## config.mk

```make
export PLATFORM = sky130hd
export DESIGN_NAME = nlprg_14_flat
export DESIGN_NICKNAME = d
export VERILOG_FILES = /design/src/rtl/nlprg_14_pkg.sv /design/src/rtl/nlprg_14_if.sv /design/src/rtl/nlprg_14.sv /design/src/flat_wrapper.sv
export SDC_FILE = /design/constraint.sdc
export NUM_CORES = 1
export LEC_CHECK = 0
export ABC_AREA = 0
export BUFFER_PORTS_ARGS = -buffer_cell sky130_fd_sc_hd__buf_2
export CORE_AREA = 2 2 39 41
export CTS_BUF_LIST = sky130_fd_sc_hd__clkbuf_4
export DETAILED_ROUTE_END_ITERATION = 12
export DIE_AREA = 0 0 41 43
export HOLD_SLACK_MARGIN = 0.03
export PLACE_DENSITY = 0.55
export SYNTH_ARGS = -nofsm -noshare
export SYNTH_HDL_FRONTEND = slang
export SYNTH_SLANG_ARGS = --single-unit
```

## constraint.sdc

```tcl
create_clock -name ck -period 2.15 [get_ports ck]
set_input_delay 0.215 -clock ck [delete_from_list [all_inputs] [get_ports ck]]
set_output_delay 0.215 -clock ck [all_outputs]
set_load 0.01 [all_outputs]
```

## src/rtl/nlprg_14_pkg.sv

```systemverilog
`default_nettype none
// ============================================================================
// Module      : nlprg_14_pkg
// Description : Shared width, feedback taps and reset value for the 14-bit
//               nonlinear pseudo-random generator.
// Revision    : 1.0 - initial release
// ============================================================================
package nlprg_14_pkg;

  localparam int NLPRG14_W = 14;

  typedef logic [NLPRG14_W-1:0] nlprg_word_t;

  // Taps 14,13,12,2 of a primitive polynomial, as 0-based bit indices
  localparam int TAP_0 = 13;
  localparam int TAP_1 = 12;
  localparam int TAP_2 = 11;
  localparam int TAP_3 = 1;

  localparam nlprg_word_t RESET_VAL = 14'h0000;

endpackage : nlprg_14_pkg
`default_nettype wire

```

## src/rtl/nlprg_14_if.sv

```systemverilog
`default_nettype none
// ============================================================================
// Module      : nlprg_14_if
// Description : Output bus of the 14-bit generator; master drives, slave reads.
// Revision    : 1.0 - initial release
// ============================================================================
interface nlprg_14_if;
  import nlprg_14_pkg::*;

  nlprg_word_t o;

  modport master (output o);
  modport slave  (input  o);

endinterface : nlprg_14_if
`default_nettype wire

```

## src/rtl/nlprg_14.sv

```systemverilog
`default_nettype none
// ============================================================================
// Module      : nlprg_14
// Description : Free-running 14-bit LFSR with de Bruijn zero insertion,
//               giving a full 16384-state cycle that includes all-zero.
// Revision    : 1.0 - initial release
// ============================================================================
module nlprg_14
  import nlprg_14_pkg::*;
(
  input  wire logic   ck,
  input  wire logic   rst,
  nlprg_14_if.master  bus
);

  localparam int N = NLPRG14_W;

  nlprg_word_t state;
  logic        fb;

  // The zero-detect term looks only at the low 13 bits so that it fires on
  // both 14'h2000 (diverting it to 0) and 14'h0000 (escaping the lockup).
  function automatic logic next_bit(input nlprg_word_t s);
    logic lin;
    logic z;
    lin = s[TAP_0] ^ s[TAP_1] ^ s[TAP_2] ^ s[TAP_3];
    z   = (s[N-2:0] == '0);
    return lin ^ z;
  endfunction

  always_comb begin
    fb = next_bit(state);
  end

  always_ff @(posedge ck or negedge rst) begin
    if (!rst) begin
      state <= RESET_VAL;
    end else begin
      state <= {state[N-2:0], fb};
    end
  end

  assign bus.o = state;

endmodule : nlprg_14
`default_nettype wire

```

## src/flat_wrapper.sv

```systemverilog
// flat-port wrapper written by rule: the top's interface ports become plain ports
module nlprg_14_flat import nlprg_14_pkg::*;
  (ck, rst, bus_o);
  nlprg_14_if bus_i ();
  input  wire logic ck;
  input  wire logic rst;
  output wire logic [$bits(bus_i.o)-1:0] bus_o;
  assign bus_o = bus_i.o;
  nlprg_14 u_core (.ck(ck), .rst(rst), .bus(bus_i));
endmodule
```

Word level (Yosys, flattened, before mapping)
Index checks and enable logic that the tools add are counted.

cells by class
  bitwise gates (word level) = 4
  reduce and logical (&&, ||, !) cells = 1

operator list
  cell              number
  $logic_not 13->1  1
  $xor 1x1->1       4

storage, ports and cells
  bits in registers = 14
  input bits = 2
  output and inout bits = 14
  logic and storage cells = 6

Longest topological paths before layout
  depth in word-level cells = 4
  mapped depth = 3
  gate-level depth less buffers = 3

Worst setup path before layout
No wires, ideal clock.

  path type = register -> register
  start point = reg u_core.state[1] (netlist: u_core.bus.o[1])
  end point = reg u_core.state[0] (netlist: u_core.bus.o[0])
  setup time = 123 ps
  arrival = 951 ps
  data required time = 2027 ps
  setup slack = 1077 ps
  cell stages (with the launch flop) = 4
  path buffers = 0
  period minus slack after synthesis = 1073 ps
  path through = dfrtp_1 nor4_2 nand4_1 xnor2_1

on the way
  cells in the longest elaborated chain, start to end = 2
  elaborated cells between the ends (all ways) = 3
  classes of those cells = 2 x bitwise; 1 x reduce/logical

RTL lines
  item                                                    line                            source
  start, declared                                         nlprg_14.sv:18                  nlprg_word_t state;
  start signal, assigned                                  nlprg_14.sv:39                  state <= {state[N-2:0], fb};
  $logic_not 13->1 / $xor 1x1->1 (equally long branches)  nlprg_14.sv:27, nlprg_14.sv:26
  $xor 1x1->1 (*)                                         nlprg_14.sv:28                  return lin ^ z;
  named net u_core.fb                                     nlprg_14.sv:19                  logic fb;

The timed path passes the listed nets; every way through them passes the cells marked *.

Worst setup path after layout
Same ends and word-level chain as after synthesis.

==> impl_metrics.json <==
{
  "worstMarginPinSlew_ns": 0.297,
  "worstPathRequired_ns": 2.33,
  "drive_gt1_frac": 0.452,
  "portBuffers": 15,
  "min_path_type": "input pin to asynchronous set/reset pin",
  "ir_worst_vdd_mv": 0.299,
  "fill_cells": 149,
  "vias": 263,
  "power_density_mw_per_mm2": 741,
  "tns_ns": 0,
  "synth_cells": 23,
  "maxSlewHeadroom": 0.802,
  "clk_path_buf_depth": 2,
  "hold_violations": 0,
  "worst_ep_arrival_time_ns": 1.29,
  "clk_pin_slew_ns": 0.07,
  "yosys.area.top_type": "dfrtp_1",
  "place.gp.congestion": 0.695,
  "swShare": 0.187,
  "clock_latency_ns": 0.26,
  "power_frac_comb": 0.016,
  "cp-end-kind": "register",
  "synth_cell_type_count": 8,
  "synth-seq-area-share": 0.836,
  "ant_nets": 0,
  "cts_buffers": 3,
  "synth_edf_count": 0,
  "antenna_found_initial": 0,
  "io_pins": 16,
  "cts_root_buf": "clkbuf_4",
  "yosys.cell_count.top_type": "dfrtp_1",
  "synthFlopType": "dfrtp_1",
  "grt_start_max_net_pins": 15,
  "placedCellCount": 54,
  "drtIter0Drc": 1,
  "num_rows": 14,
  "first_pass_iters": 2,
  "nets": 46,
  "rsz0062_at_grt": "false",
  "crit_type": "register to register",
  "die_h_um": 43,
  "dpl.hpwl_um": 531,
  "crit_path_top_delay_cell": "dfrtp_1",
  "min_period_ns": 1.11,
  "synthArstFlopShare": 1.00,
  "die_width_um": 41,
  "grt_pass1_wl_mm": 1.19,
  "syn_area_um2": 419,
  "finalClockSkew_ns": 0.00152,
  "synth_common_cells": "14 x dfrtp_1, 3 x xnor2_1",
  "fin_cells": 58,
  "syn_area_per_cell_um2": 18.2,
  "path_max_fanout": 4,
  "synth_area_leaders": "dfrtp_1 84%, xnor2_1 6.3%, nor4_2 3.0%",
  "fmax_ghz": 0.901,
  "ys_ff_latch": 14,
  "max_stage_delay_ns": 0.42,
  "grt_pass1_vias": 283,
  "reg2reg_depth": 3,
  "vias_per_cell": 4.53,
  "seqPwrFrac": 0.649,
  "avgRoutedWirePerCell_um": 11.8,
  "die-area_mm2": 0.00176,
  "cts_tree": "done",
  "routed_wl_um": 687,
  "syn_nets": 25,
  "largest_reg_flops": 14,
  "power_mw": 0.405,
  "num_antenna_cells": 0,
  "grt_use_total": 0.104,
  "p_leak_nw": 0.246,
  "drv_cap": 0,
  "switchingPower_mw": 0.0756,
  "p_int_mw": 0.330,
  "run_status": "finished, final reports clean",
  "netlist.area_leader.share": 0.836,
  "timing.final.crit_share": 0.516,
  "grt_overflow": 0,
  "cts_sinks": 14,
  "start_kind": "register",
  "core-area_mm2": 0.00138,
  "yosys_warnings": 0,
  "slew_violations": 0,
  "whs_ns": 0.364,
  "h-tree-depth": 1,
  "cp_cell_sequence": "nor4_2 > nand4_1 > xnor2_1",
  "start_util": 0.303,
  "setup_viol": 0,
  "clkPwrFrac": 0.334,
  "area_growth_pct": 30.4,
  "drc": 0
}
[cell families (layout without fill, tap and decap cells)]
family        count (synthesis)  in the layout  synth area share
flops                        14             14             0.836
simple gates                  5              5            0.0806
xor+xnor                      4              4            0.0836
buf+inv                       0             19                 0
[worst max-delay path, delay by kind of cell, from the launching register on]
family,cells,cell delay [ns]
xor+xnor,1,0.20
flops,1,0.42
simple gates,2,0.41
[placed cells by master, fill, tap and decap left out]
cell type	count
buf_2	15
clkbuf_4	3
dfrtp_1	14
dlygate4sd3_1	1
nand4_1	1
nor2_1	1
nor3_1	1
nor4_1	1
nor4_2	1
xnor2_1	3
xor2_1	1
[per-stage QoR]
stage / area, µm² / setup slack (ns) / util
after global routing: 547 / 0.945 / 0.395
after global placement: 514 / 1.06 / 0.372
after detailed placement: 514 / 1.06 / 0.372
after floorplan: 419 / 1.08 / -
after CTS: 547 / 1.03 / 0.395
final: 547 / 1.04 / 0.395
[per-layer routing]
metal | up-vias | wire, µm | GRT usage
li1 | 118 | - | -
met5 | - | 0 | 0
met4 | 0 | 5 | 0.0800
met3 | 2 | 77 | 0.0314
met1 | 132 | 282 | 0.128
met2 | 11 | 321 | 0.144
[power groups by stage]
stage | registers (mW) | clock network (mW) | logic (mW)
2_1_floorplan | 0.268 | 0 | 0.0000000132
3_3_place_gp | 0.268 | 0 | 0.00537
3_5_place_dp | 0.268 | 0 | 0.00574
4_1_cts | 0.263 | 0.142 | 0.00712
5_1_grt | 0.263 | 0.155 | 0.00809
6_report | 0.263 | 0.135 | 0.00667
[timing repair]
item / 4_1_cts / 5_1_grt
setup buffers: 0 / 0
endpoints found under the setup margin: 0 / 0
endpoints found under the hold margin: 14 / 0
hold buffers: 1 / 0
gates resized for setup: 0 / 0
[layout make-up]
class                   count  area [µm²]  area share
multi-input cells           9        68.8       0.126
clock buffers               3        22.5      0.0412
flip-flops and latches     14         350       0.641
repair buffers             16        85.1       0.156
well taps                  16        20.0      0.0366
[worst paths after layout]
path	startpoint	to	slack [ns]
setup / recovery	u_core.bus.o[1]	u_core.bus.o[0]	1.04
hold / removal	rst	u_core.bus.o[7]	0.36
setup reg to reg	u_core.bus.o[1]	u_core.bus.o[0]	1.04
hold reg to reg	u_core.bus.o[5]	u_core.bus.o[6]	0.40
max in group asynchronous	rst	u_core.bus.o[1]	1.56
min in group ck	u_core.bus.o[5]	u_core.bus.o[6]	0.40
Note: power is estimated with default switching activity, not from simulation.
